### src/rtl/bram_save_scheduler.sv
// Schedules round-robin channel writes into a shared single-port BRAM during a save pass
// and serves user reads from the same port outside a save pass.
module bram_save_scheduler #(
    parameter int unsigned NCH = 8,
    parameter int unsigned AW  = 18,
    parameter int unsigned DW  = 8
) (
    input  logic              clk,
    input  logic              rst_n,
    input  logic              saving_mode,
    input  logic [NCH*AW-1:0] starting_addr,
    input  logic [AW-1:0]     ch_len,
    input  logic [NCH-1:0]    ch_valid,
    input  logic [NCH*DW-1:0] ch_data,
    output logic [NCH-1:0]    ch_ready,
    input  logic              user_rd_en,
    input  logic [AW-1:0]     user_addr,
    output logic              user_rd_valid,
    output logic [DW-1:0]     user_rd_data,
    output logic              bram_en,
    output logic              bram_we,
    output logic [AW-1:0]     bram_addr,
    output logic [DW-1:0]     bram_wdata,
    input  logic [DW-1:0]     bram_rdata,
    output logic [NCH-1:0]    ch_done,
    output logic              all_done
);

    localparam int unsigned PW = (NCH > 1) ? $clog2(NCH) : 1;

    typedef enum logic [1:0] {StIdle, StSave, StDone} state_e;

    state_e          state;
    logic [AW-1:0]   addr_cnt [NCH];
    logic [AW-1:0]   word_cnt [NCH];
    logic [AW-1:0]   len_q;
    logic [PW-1:0]   rr_ptr;
    logic            rd_pend;

    logic [NCH-1:0]  eligible;
    logic [NCH-1:0]  done_d;
    logic [PW-1:0]   idx;
    logic [PW-1:0]   gnt_idx;
    logic            gnt_found;
    logic            rd_issue;

    // A channel that already reached its length is never granted, even before ch_done rises.
    always_comb begin
        eligible  = '0;
        gnt_found = 1'b0;
        gnt_idx   = '0;
        idx       = rr_ptr;
        ch_ready  = '0;
        for (int i = 0; i < NCH; i++) begin
            eligible[i] = ch_valid[i] && !ch_done[i] && (word_cnt[i] != len_q);
        end
        if (state == StSave) begin
            for (int j = 0; j < NCH; j++) begin
                if (!gnt_found && eligible[idx]) begin
                    gnt_found = 1'b1;
                    gnt_idx   = idx;
                end
                idx = (32'(idx) == NCH - 1) ? '0 : idx + 1'b1;
            end
            if (gnt_found) begin
                ch_ready[gnt_idx] = 1'b1;
            end
        end
    end

    always_comb begin
        done_d = ch_done;
        for (int i = 0; i < NCH; i++) begin
            if (word_cnt[i] == len_q) begin
                done_d[i] = 1'b1;
            end else if (ch_ready[i] && ch_valid[i] && (word_cnt[i] + AW'(1) == len_q)) begin
                done_d[i] = 1'b1;
            end
        end
    end

    assign rd_issue     = user_rd_en && (state != StSave);
    assign user_rd_data = user_rd_valid ? bram_rdata : '0;

    always_ff @(posedge clk or negedge rst_n) begin
        if (!rst_n) begin
            state         <= StIdle;
            len_q         <= '0;
            rr_ptr        <= '0;
            rd_pend       <= 1'b0;
            user_rd_valid <= 1'b0;
            bram_en       <= 1'b0;
            bram_we       <= 1'b0;
            bram_addr     <= '0;
            bram_wdata    <= '0;
            ch_done       <= '0;
            all_done      <= 1'b0;
            for (int i = 0; i < NCH; i++) begin
                addr_cnt[i] <= '0;
                word_cnt[i] <= '0;
            end
        end else begin
            bram_en       <= 1'b0;
            bram_we       <= 1'b0;
            rd_pend       <= 1'b0;
            user_rd_valid <= rd_pend;

            if (rd_issue) begin
                bram_en   <= 1'b1;
                bram_addr <= user_addr;
                rd_pend   <= 1'b1;
            end

            unique case (state)
                StIdle: begin
                    if (saving_mode) begin
                        state   <= StSave;
                        len_q   <= ch_len;
                        ch_done <= '0;
                        for (int i = 0; i < NCH; i++) begin
                            addr_cnt[i] <= starting_addr[i*AW +: AW];
                            word_cnt[i] <= '0;
                        end
                    end
                end
                StSave: begin
                    if (gnt_found) begin
                        bram_en           <= 1'b1;
                        bram_we           <= 1'b1;
                        bram_addr         <= addr_cnt[gnt_idx];
                        bram_wdata        <= ch_data[gnt_idx*DW +: DW];
                        addr_cnt[gnt_idx] <= addr_cnt[gnt_idx] + AW'(1);
                        word_cnt[gnt_idx] <= word_cnt[gnt_idx] + AW'(1);
                        rr_ptr            <= (32'(gnt_idx) == NCH - 1) ? '0 : gnt_idx + 1'b1;
                    end
                    ch_done <= done_d;
                    if (!saving_mode) begin
                        state <= StIdle;
                    end else if (&done_d) begin
                        state    <= StDone;
                        all_done <= 1'b1;
                    end
                end
                StDone: begin
                    if (!saving_mode) begin
                        state    <= StIdle;
                        all_done <= 1'b0;
                    end
                end
                default: state <= StIdle;
            endcase
        end
    end

endmodule

### config.mk
export PLATFORM = sky130hd
export DESIGN_NAME = bram_save_scheduler
export DESIGN_NICKNAME = d
export VERILOG_FILES = /design/src/rtl/bram_save_scheduler.sv
export SDC_FILE = /design/constraint.sdc
export NUM_CORES = 1
export LEC_CHECK = 0
export ABC_AREA = 1
export BUFFER_PORTS_ARGS = -buffer_cell sky130_fd_sc_hd__buf_2
export CAP_MARGIN = 20
export CORE_ASPECT_RATIO = 1.2
export CORE_MARGIN = 2
export CORE_UTILIZATION = 45
export CTS_CLUSTER_SIZE = 10
export DETAILED_ROUTE_END_ITERATION = 6
export SYNTH_ARGS = -nofsm -noshare
export SYNTH_HDL_FRONTEND = slang
export SYNTH_SLANG_ARGS = --single-unit
export TNS_END_PERCENT = 100
### constraint.sdc
create_clock -name clk -period 15 [get_ports clk]
set_input_delay 1.5 -clock clk [delete_from_list [all_inputs] [get_ports clk]]
set_output_delay 1.5 -clock clk [all_outputs]
set_load 0.05 [all_outputs]
==> out/qor.yml, run 1 <==
setup_path:
  crit_type: "flop to output port"
  start_kind: "flop"
  cp_max_fo: 25
  arrival_ns: 7.19
  worst_setup_path_end_kind: "output port"
  critPathRequiredTime_ns: 13.50
clock_network:
  cts_buffers: 43
  post_cts_buffers: 0
  ctsResizeCount: 0
  clockBufferDepth: 3
  cts_tree: "built"
  path_clk_slew_ns: 0.06
  clk_latency_ns: 0.59
  postCtsHoldBufs: 0
  cts_sinks: 350
  htreeDepth: 2
  ctsRootBufferMaster: "clkbuf_16"
die:
  start_util: 0.454
  die_w_um: 218
  die_y_um: 261
  top_level_ports: 318
  core-area_um2: 54700
  rows: 94
  dieArea_um2: 57100
route:
  post_drt_wl_per_cell_um: 23.8
  wl_met2_mm: 52.4
  drc_errors: 0
  drt_wl_total_mm: 110
  wl_met1_mm: 42.2
  dr_wl_met3_mm: 8.33
  avgViaCountPerCell: 5.85
  final_antenna_net_count: 0
  firstDrtPassIters: 6
  routed.top_layer: "met4"
  num_vias: 27100
  drtIter0Drc: 2649
place:
  portBuffers: 317
  dp_cells: 4556
  dpl-instance-area_um2: 26800
  gp_congestion: 0.992
  dpl.hpwl_mm: 78.6
timing:
  timing_hold_violations_final: 0
  finalCritPeriodShare: 0.579
  finalSetupTns_ns: 0
  worstMarginPinSlew_ns: 1.00
  rsz0062_at_grt: "no"
  final_max_slew_viol_count: 0
  slew_headroom: 0.316
  skew_ns: 0.0303
  min_period_ns: 8.69
  fin_hold_ws_ns: 0.363
  max_freq_mhz: 115
  setup_viol: 0
logic_synthesis:
  seq_area_frac_synth: 0.353
  syn_area_um2: 24800
  synth_cells: 3662
  synth_top_cell_area_share: 0.353
  ys_types: 63
  ys_ff_latch: 350
  yosys-top-cells-area: "dfrtp_1 35%, nand2_1 18%, nand3_1 6.6%"
  synth_warnings: 0
  synth_top_cell_by_area: "dfrtp_1"
  synth_area_per_cell_um2: 6.78
  synth_fp_nets: 3941
worst_hold_path:
  hold_path_class: "flop to flop"
global_route:
  grt_max_degree: 140
  antenna_found_initial: 0
  grt_overflow: 0
  grt.total_usage: 0.380
  grt_pass1_vias: 26400
  grt_pass1_wl_mm: 162
layout:
  final-instance-count-excl-fill: 4622
  design_area_um2: 28000
  mostFrequentLayoutCell: "nand2_1"
  num_antenna_cells: 0
  drive_gt1_frac: 0.141
  final_cell_mix: "1159 x nand2_1, 350 x dfrtp_1, 326 x nand3_1, 317 x inv_1, 316 x buf_2"
  area_delta_synth_final_pct: 12.9
  fin_nets: 4161
run_status:
  status: "finished, final reports clean"
run:
  drv_cap: 0
==> path summary, 6_finish.rpt <==
check / start / endpoint / slack (ns) / cells past startpoint
setup / recovery: rr_ptr[0] / ch_ready[5] / 6.31 / 24
hold / removal: rd_pend / user_rd_valid / 0.36 / 0
setup reg to reg: rr_ptr[0] / addr_cnt[48] / 7.06 / 30
hold reg to reg: rd_pend / user_rd_valid / 0.36 / 0
max in group asynchronous: rst_n / bram_addr[11] / 12.59 / 2
min in group asynchronous: rst_n / word_cnt[55] / 0.91 / 1
==> cells in the mapped netlist, drive strengths merged <==
cell type and number:
nand2 1176, inv 357, dfrtp 350, nand3 340, nor2 316, o21ai 263
buf 106, a21oi 102, clkbuf 79, o22ai 77, xor2 75, xnor2 70
nand4 68, nor3 57, o211ai 35, a22oi 26, a31oi 19, o31ai 18
nor4 17, ha 15, o221ai 13, a2111oi 10, a221oi 10, and3 10
a211oi 8, o21bai 8, or2 8, nand3b 7, a41oi 5, o2111ai 5
o41ai 3, clkinv 2, a22o 1, a311oi 1, a31o 1, and2 1
o2111a 1, o211a 1, or4 1
==> stage by stage <==
step / setup slack (ns) / utilization
2_1_floorplan: 9.49 / -
3_3_place_gp: 6.98 / 0.489
3_5_place_dp: 7.02 / 0.489
4_1_cts: 6.42 / 0.512
5_1_grt: 5.97 / 0.512
6_report: 6.31 / 0.512
==> kinds of logic (layout without fill, tap and decap cells) <==
logic type               after synthesis  after routing  share of synthesized area
buffers and inverters                544            784                     0.0937
adder cells (fa/ha/maj)               15             15                    0.00756
AND/OR/NAND/NOR                     2001           2001                      0.345
flip-flops                           350            350                      0.353
AO/OA/AOI/OAI                        607            607                      0.147
XOR/XNOR                             145            145                     0.0534
==> registers in the layout (all words and copies together) (netlist names), 2 cells and up <==
| register | cells |
|---|---|
| len_q | 18 |
| word_cnt | 144 |
| addr_cnt | 144 |
| rr_ptr | 3 |
| bram_addr | 18 |
| state | 2 |
| ch_done | 8 |
| bram_wdata | 8 |
==> routing by layer <==
metal | global-route usage | vias to the layer above
li1 | - | 12500
met1 | 0.463 | 12800
met2 | 0.641 | 1410
met3 | 0.0530 | 335
met4 | 0.221 | 0
met5 | 0 | -
==> final cells by class <==
cell class	instances	area, µm²
sequential	350	8760
inverter	359	1360
clock buffer	60	1210
timing repair buffer	360	1940
tap	720	901
multi-input combinational	2768	13800
clock inverter	5	40.0
fill	5771	26700
==> critical path, cell delays in order, from the launching register on <==
cell and delay [ns]:
dfrtp_1 0.49, ha_1 0.25, ha_1 0.22, nor2_1 0.64, ha_1 0.45, inv_1 0.23, nand3_1 0.12, nand2_1 0.11
nand2_1 0.07, nand2_2 0.10, inv_1 0.06, nor2_1 0.10, nand2_1 0.06, nor2_1 0.12, nand2_1 0.06, nand2_1 0.07
nand3_1 0.13, nor2_1 0.25, nor2_4 0.04, buf_4 0.29, nor2_4 0.55, nand2_1 0.70, inv_1 0.66, buf_4 0.43
buf_2 0.34
Power of run 1 is left out: the tool's default activity adds up to more than one toggle a clock period on the data nets, which glitch-free logic cannot reach.
==> run 2, diff against run 1 <==
--- a/config.mk
+++ b/config.mk
@@ -5,7 +5,7 @@
 export SDC_FILE = /design/constraint.sdc
 export NUM_CORES = 1
 export LEC_CHECK = 0
-export ABC_AREA = 1
+export ABC_AREA = 0
 export BUFFER_PORTS_ARGS = -buffer_cell sky130_fd_sc_hd__buf_2
 export CAP_MARGIN = 20
 export CORE_ASPECT_RATIO = 1.2
==> constraint.sdc (replaced) <==
create_clock -name clk -period 8.3 [get_ports clk]
set_input_delay 0.83 -clock clk [delete_from_list [all_inputs] [get_ports clk]]
set_output_delay 0.83 -clock clk [all_outputs]
set_load 0.05 [all_outputs]
==> run 2 against run 1 <==
Net effect: worst hold slack got worse by 0.11 ns; highest routed layer is now met5; largest cell class unchanged; clock skew shrank 0.0017 ns; register-to-register slack got worse by 6.8 ns.
==> out/qor.yml, run 2 <==
logic_synthesis:
  synth_edf_count: 0  # unchanged
  ys_types: 99  # +57%
  async_flop_share: 1.00  # unchanged
  synth_ff_type: "dfrtp_1"
  synth_top_cell_area_share: 0.359  # +0.00641
  synth_xor_area_frac: 0.0959  # +0.0425
  synth_top_cell_by_area: "dfrtp_1"
  synth_common_cells: "362 x nand2_1, 350 x dfrtp_1, 221 x o21ai_0"
  synth-simple-area-share: 0.222  # -0.123
  synth_fa_ha_area_frac: 0.00770  # +0.000137
  muxShareOfSynthArea: 0.0398  # +0.0398
  synth_fp_nets: 3247  # -18%
  ys_ff_latch: 350  # unchanged
  yosysMostFrequentCell: "nand2_1"
  yosys-top-cells-area: "dfrtp_1 36%, xnor2_1 5.7%, nand2_1 5.6%"
  syn_area_um2: 24400  # -1.8%
  synth_top_family_by_area: "compound AO/OA/AOI/OAI gates"
  seq_area_frac_synth: 0.359  # +0.00641
  synth_warnings: 0  # unchanged
  synth_compound_area_frac: 0.226  # +0.0790
  synth_cells: 2968  # -19%
  synth_area_per_cell_um2: 8.22  # +21%
route:
  num_vias: 25800  # -4.7%
  avgViaCountPerCell: 6.55  # +12%
  firstDrtPassIters: 6  # unchanged
  final_antenna_net_count: 0  # unchanged
  drtIter0Drc: 2928  # +11%
  drt_wl_total_mm: 114  # +4.1%
  post_drt_wl_per_cell_um: 29.1  # +22%
  drc_errors: 0  # unchanged
setup_path:
  cp_max_fo: 22  # -12%
  start_kind: "flop"
  arrival_ns: 7.21  # +0.02 ns
  critPathRequiredTime_ns: 7.47  # -6.03 ns
  crit_type: "flop to output port"
  worst_setup_path_end_kind: "output port"
global_route:
  grt_use_met2: 0.670  # +0.0288
  grt_max_degree: 147  # +5.0%
  grt_pass1_wl_mm: 168  # +3.5%
  met1_usage: 0.474  # +0.0105
  antenna_found_initial: 2  # +2
  grtUsageMet3: 0.0690  # +0.0160
  grt.total_usage: 0.401  # +0.0215
  busiest_layer: "met2"
  grt_overflow: 0  # unchanged
  grt_pass1_vias: 25200  # -4.4%
place:
  portBuffers: 317  # unchanged
  dp_cells: 3875  # -15%
  gp_congestion: 1.02  # +2.7%
  dpl-instance-area_um2: 26900  # +0.68%
  dpl.hpwl_mm: 85.7  # +9.0%
die:
  start_util: 0.455  # +0.000607
  dieArea_um2: 56100  # -1.8%
  top_level_ports: 318  # unchanged
  die_w_um: 217  # -0.88%
  die_y_um: 259  # -0.88%
  core-area_um2: 53600  # -1.9%
  rows: 93  # -1.1%
run_status:
  status: "finished, final reports clean"
timing:
  timing_hold_violations_final: 0  # unchanged
  max_freq_mhz: 124
  rsz0062_at_grt: "no"
  slew_headroom: 0.159  # -0.157
  setup_viol: 0  # unchanged
  min_period_ns: 8.04
  finalCritPeriodShare: 0.968
  final_max_slew_viol_count: 0  # unchanged
  skew_ns: 0.0286  # -0.00172 ns
  worstMarginPinSlew_ns: 1.25  # +0.253 ns
  finalSetupTns_ns: 0  # unchanged
layout:
  design_area_um2: 28200  # +0.66%
  area_delta_synth_final_pct: 15.7
  final-instance-count-excl-fill: 3935  # -15%
  mostFrequentLayoutCell: "nand2_1"
  layout_top_registers: "addr_cnt (144), word_cnt (144)"
  drive_gt1_frac: 0.186  # +0.0453
  fin_nets: 3487  # -16%
  final_cell_mix: "360 x nand2_1, 349 x dfrtp_1, 316 x buf_2, 220 x o21ai_0, 215 x nand3_1"
clock_network:
  clk_latency_ns: 0.61  # +0.02 ns
  post_cts_buffers: 0  # unchanged
  path_clk_slew_ns: 0.07  # about the same
  htreeDepth: 2  # unchanged
  postCtsHoldBufs: 0  # unchanged
  cts_tree: "built"
  ctsRootBufferMaster: "clkbuf_16"
  cts_sinks: 350  # unchanged
  cts_buffers: 43  # unchanged
  clockBufferDepth: 3  # unchanged
  ctsResizeCount: 0  # unchanged
worst_hold_path:
  hold_path_class: "input pin to asynchronous set/reset pin"
run:
  drv_cap: 0  # unchanged
[run 2: changes by cell type after synthesis, moves of 53 or more]
cell      previous run  this run
a21oi_1            102       199
and3_1              10        63
clkbuf_1            79       191
inv_1              322        30
mux2i_1              0        53
nand2_1           1160       362
nand3_1            326       219
nor2_1             299       197
xnor2_1             66       158
[run 2: final cells by class]
cell class / count / area (µm²)
Fill cell: 5195 / 25400
Multi-Input combinational cell: 2327 / 14500
Sequential cell: 350 / 8760
Timing Repair Buffer: 448 / 2630
Clock buffer: 51 / 1140
Tap cell: 712 / 891
Inverter: 38 / 144
Clock inverter: 8 / 126
Antenna cell: 1 / 2.50
[run 2: cell families (layout without fill, tap and decap cells)]
group	Yosys count	count (layout)
multiplexers	84	84
AO/OA/AOI/OAI	866	866
other	0	1
adder cells (fa/ha/maj)	15	15
buffers and inverters	291	545
flip-flops	350	350
AND/OR/NAND/NOR	1100	1100
XOR/XNOR	262	262
[run 2: path summary, 6_finish.rpt]
path	from	to	slack (ns)	cells after the start
setup / recovery	len_q[14]	ch_ready[3]	0.26	14
hold / removal	rst_n	len_q[10]	0.25	1
setup reg to reg	len_q[14]	addr_cnt[34]	0.30	19
hold reg to reg	rd_pend	user_rd_valid	0.35	0
max in group asynchronous	rst_n	state[0]	6.62	2
min in group clk	rd_pend	user_rd_valid	0.35	0
[run 2: layer usage]
layer  vias to the layer above  wire length, µm
li1                      11300                -
met2                      1637            53900
met3                       389             9750
met4                         2             9090
met5                         -                9
met1                     12500            41700
[run 2: critical path: stages, from the launching register on]
cell and delay (ns):
dfrtp_1 0.85, xor2_1 0.23, or4_1 0.58, nor3_2 0.51, a21oi_1 0.24, a21o_1 0.29, mux4_2 0.55, or4_1 0.67
o41a_1 0.54, a211o_2 0.42, clkinv_2 0.31, nand3_2 0.34, inv_1 0.39, buf_4 0.32, buf_2 0.31
[run 2: per-stage QoR]
step / hold WS (ns) / setup slack (ns) / util
2_1_floorplan: 0.331 / 1.93 / -
3_3_place_gp: 0.343 / 0.432 / 0.502
3_5_place_dp: 0.341 / 0.546 / 0.502
4_1_cts: 0.269 / 0.371 / 0.526
5_1_grt: 0.310 / 0.00407 / 0.526
6_report: 0.253 / 0.262 / 0.526
Power of run 2 is left out for the same reason.
